File: config.mk
export PLATFORM = sky130hd
export DESIGN_NAME = accumulator_multichannel
export DESIGN_NICKNAME = d
export VERILOG_FILES = /design/src/rtl/accumulator_multichannel.sv
export SDC_FILE = /design/constraint.sdc
export NUM_CORES = 1
export LEC_CHECK = 0
export CORE_MARGIN = 2
export CORE_UTILIZATION = 54
export DETAILED_ROUTE_END_ITERATION = 10
export HOLD_SLACK_MARGIN = 0.12
export PLACE_DENSITY = 0.76
export SETUP_SLACK_MARGIN = 0.02
export SLEW_MARGIN = 20
export SYNTH_ARGS = -nofsm -noshare
export SYNTH_HDL_FRONTEND = slang
export SYNTH_SLANG_ARGS = --single-unit
File: constraint.sdc
create_clock -name clock_i -period 5.75 [get_ports clock_i]
set_input_delay 1.725 -clock clock_i [delete_from_list [all_inputs] [get_ports clock_i]]
set_output_delay 1.725 -clock clock_i [all_outputs]
set_load 0.02 [all_outputs]
File: src/rtl/accumulator_multichannel.sv
// Multichannel signed accumulator bank sharing one pipelined adder, with a same-channel hazard interlock.
// Build option: define ACCUMULATOR_MULTICHANNEL_SATURATE_EN to clamp on overflow instead of wrapping.
module accumulator_multichannel #(
  parameter int WORD_WIDTH        = 16,
  parameter int CHANNEL_COUNT     = 4,
  parameter int EXTRA_PIPE_STAGES = 1,
  parameter logic [WORD_WIDTH-1:0] INITIAL_VALUE = '0,
  localparam int CHANNEL_ADDR_WIDTH = (CHANNEL_COUNT > 1) ? $clog2(CHANNEL_COUNT) : 1
) (
  input  logic                          clock_i,
  input  logic                          reset_i,
  input  logic                          clear_all_i,
  input  logic                          op_valid_i,
  output logic                          op_ready_o,
  input  logic [1:0]                    op_code_i,
  input  logic [CHANNEL_ADDR_WIDTH-1:0] op_channel_i,
  input  logic [WORD_WIDTH-1:0]         op_value_i,
  output logic                          result_valid_o,
  output logic [CHANNEL_ADDR_WIDTH-1:0] result_channel_o,
  output logic [WORD_WIDTH-1:0]         result_value_o,
  output logic                          result_overflow_o
);

  localparam int P  = EXTRA_PIPE_STAGES;
  localparam int W  = WORD_WIDTH;
  localparam int CW = CHANNEL_ADDR_WIDTH;

  typedef enum logic [1:0] {OP_INC = 2'b00, OP_LOAD = 2'b01, OP_CLEAR = 2'b10, OP_READ = 2'b11} op_e;

  logic [W-1:0]             acc_q [CHANNEL_COUNT];
  logic [CHANNEL_COUNT-1:0] ovf_q;

  // Stage P is the final stage: its operands feed the adder and write back at the next edge.
  logic [P:0]  stg_valid_q;
  op_e         stg_code_q    [P+1];
  logic [CW-1:0] stg_ch_q    [P+1];
  logic [W-1:0]  stg_val_q   [P+1];
  logic [W-1:0]  stg_old_q   [P+1];
  logic [P:0]    stg_oldovf_q;

  logic          result_valid_q, result_ovf_q;
  logic [CW-1:0] result_ch_q;
  logic [W-1:0]  result_val_q;

  logic          in_range, hazard, accept, fwd, sum_ovf, new_ovf, cap_ovf;
  logic [CW-1:0] eff_ch;
  op_e           eff_code;
  logic [W-1:0]  fin_old, fin_opv, sum_w, new_val, cap_old;

  assign in_range = (int'(op_channel_i) < CHANNEL_COUNT);
  assign eff_ch   = in_range ? op_channel_i : '0;
  assign eff_code = in_range ? op_e'(op_code_i) : OP_READ;

  always_comb begin
    hazard = 1'b0;
    for (int i = 0; i < P; i++) begin
      if (stg_valid_q[i] && (stg_ch_q[i] == eff_ch)) hazard = 1'b1;
    end
  end

  assign op_ready_o = !reset_i && !clear_all_i && !hazard;
  assign accept     = op_valid_i && op_ready_o;

  assign fin_old = stg_old_q[P];
  assign fin_opv = stg_val_q[P];
  assign sum_w   = fin_old + fin_opv;
  assign sum_ovf = (fin_old[W-1] == fin_opv[W-1]) && (sum_w[W-1] != fin_old[W-1]);

  always_comb begin
    new_val = fin_old;
    new_ovf = stg_oldovf_q[P];
    case (stg_code_q[P])
      OP_INC: begin
        new_val = sum_w;
        new_ovf = sum_ovf;
`ifdef ACCUMULATOR_MULTICHANNEL_SATURATE_EN
        if (sum_ovf) new_val = fin_old[W-1] ? {1'b1, {(W-1){1'b0}}} : {1'b0, {(W-1){1'b1}}};
`endif
      end
      OP_LOAD: begin
        new_val = fin_opv;
        new_ovf = 1'b0;
      end
      OP_CLEAR: begin
        new_val = INITIAL_VALUE;
        new_ovf = 1'b0;
      end
      default: ;
    endcase
  end

  // A command captured at the same edge the final stage writes its channel must see the new value.
  assign fwd     = stg_valid_q[P] && (stg_ch_q[P] == eff_ch);
  assign cap_old = fwd ? new_val : acc_q[eff_ch];
  assign cap_ovf = fwd ? new_ovf : ovf_q[eff_ch];

  always_ff @(posedge clock_i or posedge reset_i) begin
    if (reset_i) begin
      for (int c = 0; c < CHANNEL_COUNT; c++) acc_q[c] <= INITIAL_VALUE;
      ovf_q        <= '0;
      stg_valid_q  <= '0;
      stg_oldovf_q <= '0;
      for (int i = 0; i <= P; i++) begin
        stg_code_q[i] <= OP_INC;
        stg_ch_q[i]   <= '0;
        stg_val_q[i]  <= '0;
        stg_old_q[i]  <= '0;
      end
      result_valid_q <= 1'b0;
      result_ch_q    <= '0;
      result_val_q   <= '0;
      result_ovf_q   <= 1'b0;
    end else if (clear_all_i) begin
      for (int c = 0; c < CHANNEL_COUNT; c++) acc_q[c] <= INITIAL_VALUE;
      ovf_q          <= '0;
      stg_valid_q    <= '0;
      result_valid_q <= 1'b0;
    end else begin
      stg_valid_q[0]  <= accept;
      stg_code_q[0]   <= eff_code;
      stg_ch_q[0]     <= eff_ch;
      stg_val_q[0]    <= op_value_i;
      stg_old_q[0]    <= cap_old;
      stg_oldovf_q[0] <= cap_ovf;
      for (int i = 1; i <= P; i++) begin
        stg_valid_q[i]  <= stg_valid_q[i-1];
        stg_code_q[i]   <= stg_code_q[i-1];
        stg_ch_q[i]     <= stg_ch_q[i-1];
        stg_val_q[i]    <= stg_val_q[i-1];
        stg_old_q[i]    <= stg_old_q[i-1];
        stg_oldovf_q[i] <= stg_oldovf_q[i-1];
      end
      result_valid_q <= stg_valid_q[P];
      if (stg_valid_q[P]) begin
        acc_q[stg_ch_q[P]] <= new_val;
        ovf_q[stg_ch_q[P]] <= new_ovf;
        result_ch_q        <= stg_ch_q[P];
        result_val_q       <= new_val;
        result_ovf_q       <= new_ovf;
      end
    end
  end

  assign result_valid_o    = result_valid_q;
  assign result_channel_o  = result_ch_q;
  assign result_value_o    = result_val_q;
  assign result_overflow_o = result_ovf_q;

endmodule

# --- After elaboration in Yosys (flattened, before gate mapping) ---
# Index checks and enable logic that the tools add are counted.
op_classes:
  n_addsub: 1
  bitwise: 3
  n_reduce_logical: 15
  n_eq_ne: 6
  n_mux: 22
  order_cmp: 6
op_table:
  columns: ["cell", "n"]
  rows:
  - ["$mux 64", 2]
  - ["$bwmux 64", 1]
  - ["$mux 16", 4]
  - ["$pmux 16 s3", 1]
  - ["$bmux 16 s2", 1]
  - ["$demux 16 s2", 1]
  - ["$add 16x16->16", 1]
  - ["$logic_and 1x1->1", 8]
  - ["$mux 4", 2]
  - ["$ge 3x3->1 const B", 2]
  - ["$lt 2x3->1 const B", 2]
  - ["$not 2->3", 2]
  - ["$mux 1", 5]
  - ["$bwmux 4", 1]
  - ["$eq 2x2->1", 2]
  - ["$logic_not 1->1", 3]
  - ["$lt 3x1->1 const B", 1]
  - ["$bmux 1 s2", 1]
  - ["$demux 1 s2", 1]
  - ["$eq 2x1->1 const B", 1]
  - ["$eq 2x2->1 const B", 1]
  - ["$ge 2x1->1 const B", 1]
  - ["$logic_not 2->1", 1]
  - ["$mux 2", 1]
  - ["other kinds (7)", 7]
word_totals:
  word_cells: 72
  out_inout_bits: 21
  input_bits: 24
  reg_bits: 164

# --- Logic depth before layout (Yosys ltp) ---
# Gate-level depths: netlist (run 1).
logic_depth:
  word_depth: 8
  ltp_mapped: 10
  mapped_depth_nobuf: 10

# --- Least setup slack after synthesis (run 1) ---
# No wires, ideal clock.
synth_path:
  path_kind: "input to output"
  startpoint: "in op_channel_i[0]"
  endpoint: "out op_ready_o"
  t_required_ns: 4.025
  stages: 3
  t_arrival_ns: 2.982
  n_path_buf: 1
  slack_ns: 1.043
  path_cell_list: "clkbuf_1 -> xnor2_1 -> a311oi_1"
synth_via:
  elab_chain_len: 5
synth_lines:
  columns: ["element", "line", "rtl"]
  rows:
  - ["start: declaration", "16", "input logic [CHANNEL_ADDR_WIDTH-1:0] op_channel_i,"]
  - ["$eq 2x2->1", "57", "if (stg_valid_q[i] && (stg_ch_q[i] == eff_ch)) hazard = 1'b1;"]
  - ["$logic_and 1x1->1", "57", null]
  - ["$mux 1", "57", null]
  - ["$logic_not 1->1", "61", "assign op_ready_o = !reset_i && !clear_all_i && !hazard;"]
  - ["$logic_and 1x1->1", "61", null]
  - ["end: declaration", "14", "output logic op_ready_o,"]
# No other way between the ends.

# --- Final worst setup path (run 1) ---
# Same ends and word-level chain as after synthesis.

==> results.yml, run 1 <==
outcome:
  status: "finished, final reports clean"
final_layout:
  nets: 792
  n_antenna_cell: 0
  stdcell_count: 949
  area_growth_pct: 14.9
  drive_gt1_frac: 0.203
  final_cell_area_mm2: 0.00928
  fill_cells: 1142
yosys:
  synth-seq-cells: 164
  synth-edff-count: 0
  synthCells: 730
  synth_cell_types: 55
  async_flop_share: 1.00
  yosysTopAreaCellShare: 0.508
  netlist_area_mm2: 0.00807
  ys.flop_type: "dfrtp_1"
  synth_top_area_cell: "dfrtp_1"
  syn_nets: 770
  ys_warn_count: 0
  synth_area_leaders: "dfrtp_1 51%, mux2_2 10%, mux4_2 4.7%"
  seq_area_frac_synth: 0.508
  postSynthAreaPerCell_um2: 11.1
grt:
  grt_start_max_net_pins: 119
  overflow: 0
  grt_pass1_wl_mm: 29.2
  grt_pass1_vias: 5686
  grt_use_total: 0.232
  antenna_found_initial: 0
timing:
  setup_tns_ns: 0
  relSlewSlack: 0.253
  fmax_mhz: 199
  rsz0062_at_grt: "false"
  hold_slack_ns: 0.487
  hold_violations: 0
  finClkSkew_ns: 0.0119
  worst_slew_pin_slew_ns: 1.12
  finalCriticalPeriod_ns: 5.03
  setup_ws_ns: 0.716
  finalCritPeriodShare: 0.876
  finalSetupViolations: 0
  drv_slew: 0
worst_setup_path:
  required_ns: 4.03
  critPathKind: "input port to output pin"
  crit_path_end_kind: "output pin"
  critical_path.startpoint_type: "input port"
  cp.arrival_ns: 3.31
  cp_max_fo: 2
routing:
  drt_pass1_iterations: 5
  avgViaCountPerCell: 5.95
  first_iter_violations: 467
  drc: 0
  ant_nets: 0
  wl_mm: 17.5
  vias: 5642
  wl_per_cell_um: 18.4
worst_hold_path:
  hold_path_class: "flop to flop"
clock_network:
  numClockSinks: 164
  cts-root-buf: "clkbuf_16"
  cts_resized: 0
  ctsLongestPathBuffers: 2
  hold_buffers: 0
  cts_tree: "yes"
  insertion_delay_ns: 0.43
  numCtsBuffers: 17
  cts.reportedPaths.clkPinSlew_ns: 0.07
  htreeDepth: 4
  postCtsSetupBuffers: 0
placement:
  place_inst: 916
  dp_hpwl_mm: 11.5
  placedInstanceArea_mm2: 0.00863
  place_congestion: 0.861
  io_buffers: 44
  dpl_worst_slack_ns: 0.707
floorplan:
  ios: 45
  die_x_um: 126
  initial_core_util: 0.553
  die_area_mm2: 0.0159
  core_area_mm2: 0.0146
  fp.dieH_um: 126
  rows: 44
power:
  peakVddDrop_mv: 0.250
  power-per-cell-area_mw_per_mm2: 329
  power_leakage_nw: 3.96
run:
  cap_viol_max_count: 0
-- layout by cell type, fill, tap and decap left out, drive strengths merged, types with 6 or more instances in the layout --
cell and count:
inv 14, nand2 71, buf 11, clkbuf 21, mux4 17, ha 15, o21ai 45, a221oi 6
a21oi 36, dfrtp 164, mux2 74, a211oi 49, xnor2 6, clkdlybuf4s50 43, mux2i 8, nand3b 10
nor2 80, o31ai 7, nand3 10, nor3 8, a21o 6
-- metrics by stage --
| step | util | total power, mW |
|---|---|---|
| 4_1_cts | 0.635 | 3.07 |
| 6_report | 0.636 | 3.05 |
| 5_1_grt | 0.636 | 3.18 |
| 3_3_place_gp | 0.591 | 1.85 |
| 2_1_floorplan | - | 1.67 |
| 3_5_place_dp | 0.591 | 1.86 |
-- synth_stat cells, drive strengths merged, types with 6 or more instances --
cell type	count
o31ai	7
dfrtp	164
xnor2	6
inv	9
nand2	71
a221oi	6
o21ai	45
mux2	74
clkbuf	44
nand3	10
a21o	6
a21oi	36
buf	7
a211oi	49
nor2	80
ha	15
mux4	17
nand3b	10
nor3	8
mux2i	8
-- layout make-up --
class                           instances  area [um^2]  area share
Tap cell                              184          230      0.0248
Clock inverter                         11          160      0.0173
Timing Repair Buffer                   54          538      0.0580
Inverter                                9         37.5     0.00405
Clock buffer                           21          470      0.0507
Multi-Input combinational cell        506         3740       0.403
Sequential cell                       164         4100       0.442
-- metal layers --
layer | up-vias | share of wire | global-route usage
li1 | 2678 | - | -
met5 | - | 0 | 0
met2 | 126 | 0.46 | 0.361
met4 | 0 | 0.0094 | 0.0582
met3 | 12 | 0.044 | 0.0489
met1 | 2826 | 0.48 | 0.338
-- power by group --
group / switching, mW / internal, mW
Sequential: 0.0714 / 1.24
Combinational: 0.311 / 0.227
Clock: 0.472 / 0.728
Total: 0.855 / 2.19
-- state kept, by name (all words and copies together) (netlist names), 16 cells and up --
register,cells
fin_old,16
fin_opv,16
acc_q,64
result_value_o,16
stg_old_q,16
stg_val_q,16
-- kinds of logic (layout without fill, tap and decap cells) --
logic type               after synthesis  count (layout)  share of synthesized area
AND/OR/NAND/NOR                      208             208                      0.116
multiplexers                          99              99                      0.161
buffers and inverters                 60              95                     0.0285
adder cells (fa/ha/maj)               16              16                     0.0257
AO/OA/AOI/OAI                        173             173                      0.149
XOR/XNOR                              10              10                     0.0108
flip-flops                           164             164                      0.508
-- critical path, stage by stage --
cell,delay [ns]
clkdlybuf4s50_1,0.44
xnor2_1,0.14
a311oi_1,0.33
clkdlybuf4s50_1,0.68
-- path summary, 6_finish.rpt --
| check | start | slack (ns) | cells past startpoint | endpoint |
|---|---|---|---|---|
| worst max-delay path | op_channel_i[0] | 0.72 | 4 | op_ready_o |
| worst min-delay path | stg_old_q[16]$_DFFE_PP0N_ | 0.49 | 2 | stg_old_q[16]$_DFFE_PP0N_ |
| worst max register to register | fin_opv[0]$_DFFE_PP0N_ | 2.66 | 10 | acc_q[60]$_DFFE_PP0P_ |
| worst min register to register | stg_old_q[16]$_DFFE_PP0N_ | 0.49 | 2 | stg_old_q[16]$_DFFE_PP0N_ |
| max in group asynchronous | reset_i | 2.95 | 4 | acc_q[7]$_DFFE_PP0P_ |
| min in group asynchronous | reset_i | 1.64 | 2 | stg_valid_q[1]$_DFF_PP0_ |
Note: power is estimated with default switching activity, not from simulation.
==> inputs of run 2 (changes only) <==
- PLACE_DENSITY: 0.76 -> default
- PLACE_DENSITY_LB_ADDON: default -> 0.05
==> run 2 against run 1 <==
Sequential power about the same. Power down 3.5%. Die area unchanged. Global-route usage down 0.65 points. Register-to-register slack about the same. Worst hold slack worse by 0.0031 ns. Fmax up 0.16%. Via count down 0.27%. Worst setup slack better by 0.0079 ns.
==> results.yml, run 2 (synthesis gave the netlist of run 1 again) <==
outcome:
  status: "finished, final reports clean"
clock_network:
  postCtsSetupBuffers: 0
  ctsLongestPathBuffers: 2
  cts.reportedPaths.clkPinSlew_ns: 0.06
  hold_buffers: 0
  cts_tree: "yes"
  cts_resized: 0
  numClockSinks: 164
  cts-root-buf: "clkbuf_16"
  htreeDepth: 4
  insertion_delay_ns: 0.42
  numCtsBuffers: 17
worst_setup_path:
  critPathKind: "input port to output pin"
  cp_slowest_cell: "clkdlybuf4s50_1"
  crit_path_max_incr_delay_ns: 0.67
  cp_common_cell: "clkdlybuf4s50_1"
  cp.arrival_ns: 3.30
  worstPathCellList: "clkdlybuf4s50_1, xnor2_1, a311oi_1, clkdlybuf4s50_1"
  critical_path.startpoint_type: "input port"
  cp_max_fo: 2
  required_ns: 4.03
  crit_path_end_kind: "output pin"
grt:
  grt_pass1_wl_mm: 28.5
  grt_start_max_net_pins: 117
  grtUsageMet3: 0.0476
  use_met2: 0.344
  grt_pass1_vias: 5658
  antenna_found_initial: 0
  grt-busiest-layer: "met2"
  use_met1: 0.325
  grt_use_total: 0.226
  overflow: 0
routing:
  wl_per_cell_um: 18.0
  drc: 0
  first_iter_violations: 455
  drt_pass1_iterations: 5
  ant_nets: 0
  vias: 5627
  avgViaCountPerCell: 5.94
  wl_mm: 17.1
placement:
  place_congestion: 0.833
  dp_hpwl_mm: 11.1
  io_buffers: 44
  place_inst: 916
final_layout:
  nets: 791
  n_antenna_cell: 0
  top_register: "acc_q"
  final_cell_mix: "164 x dfrtp_1, 80 x nor2_1, 74 x mux2_2"
  drive_gt1_frac: 0.203
  stdcell_count: 948
  area_growth_pct: 14.0
  layout_commonest_cell: "dfrtp_1"
  largest_reg_flops: 64
floorplan:
  die_area_mm2: 0.0159
  fp.dieH_um: 126
  core_area_mm2: 0.0146
  rows: 44
  initial_core_util: 0.553
  die_x_um: 126
  ios: 45
power:
  p_total_mw: 2.94
  power-per-cell-area_mw_per_mm2: 319
  power_leakage_nw: 3.92
  peakVddDrop_mv: 0.291
timing:
  drv_slew: 0
  finalCriticalPeriod_ns: 5.03
  rsz0062_at_grt: "false"
  setup_tns_ns: 0
  hold_violations: 0
  finClkSkew_ns: 0.0105
  finalCritPeriodShare: 0.874
  fmax_mhz: 199
  relSlewSlack: 0.290
  worst_slew_pin_slew_ns: 1.07
  finalSetupViolations: 0
worst_hold_path:
  hold_path_class: "flop to flop"
run:
  cap_viol_max_count: 0
## run 2: metal layers
metal	routed length (um)	up-vias
met3	685	26
met2	7800	131
met1	8240	2787
met4	350	0
met5	0	-
li1	-	2683
## run 2: metrics by stage
step / area, um^2 / hold WS [ns] / utilization / setup WS (ns)
floorplan: 8080 / 0.449 / - / 1.04
global placement: 8630 / 0.463 / 0.591 / 0.770
detailed placement: 8630 / 0.470 / 0.591 / 0.725
CTS: 9200 / 0.486 / 0.631 / 0.714
global route: 9210 / 0.503 / 0.631 / 0.628
finish: 9210 / 0.484 / 0.631 / 0.723
## run 2: area by class of cell
class	instances	area, um^2
Tap cell	184	230
Timing Repair Buffer	53	518
Sequential cell	164	4100
Inverter	9	37.5
Multi-Input combinational cell	506	3740
Fill cell	1176	5380
Clock buffer	20	457
Clock inverter	12	118
## run 2: worst paths after layout
path	start	to	slack [ns]	cells after the start
max reg2reg	fin_opv[0]$_DFFE_PP0N_	stg_old_q[28]$_DFFE_PP0N_	2.67	10
max in group asynchronous	reset_i	stg_old_q[29]$_DFFE_PP0N_	3.37	3
min	stg_old_q[16]$_DFFE_PP0N_	stg_old_q[16]$_DFFE_PP0N_	0.48	2
min reg2reg	stg_old_q[16]$_DFFE_PP0N_	stg_old_q[16]$_DFFE_PP0N_	0.48	2
max	op_channel_i[0]	op_ready_o	0.72	4
min in group asynchronous	reset_i	stg_valid_q[1]$_DFF_PP0_	1.82	3
## run 2: worst max-delay path: cells and delay by family
family                 cells  cell delay [ns]
AO/OA/AOI/OAI              1             0.33
buffers and inverters      2             1.11
XOR/XNOR                   1             0.14
## run 2: power by group
group          total, mW  internal, mW  switching (mW)
Combinational      0.540         0.227           0.313
Clock               1.09         0.625           0.469
Sequential          1.31          1.24          0.0690
Total               2.94          2.09           0.851
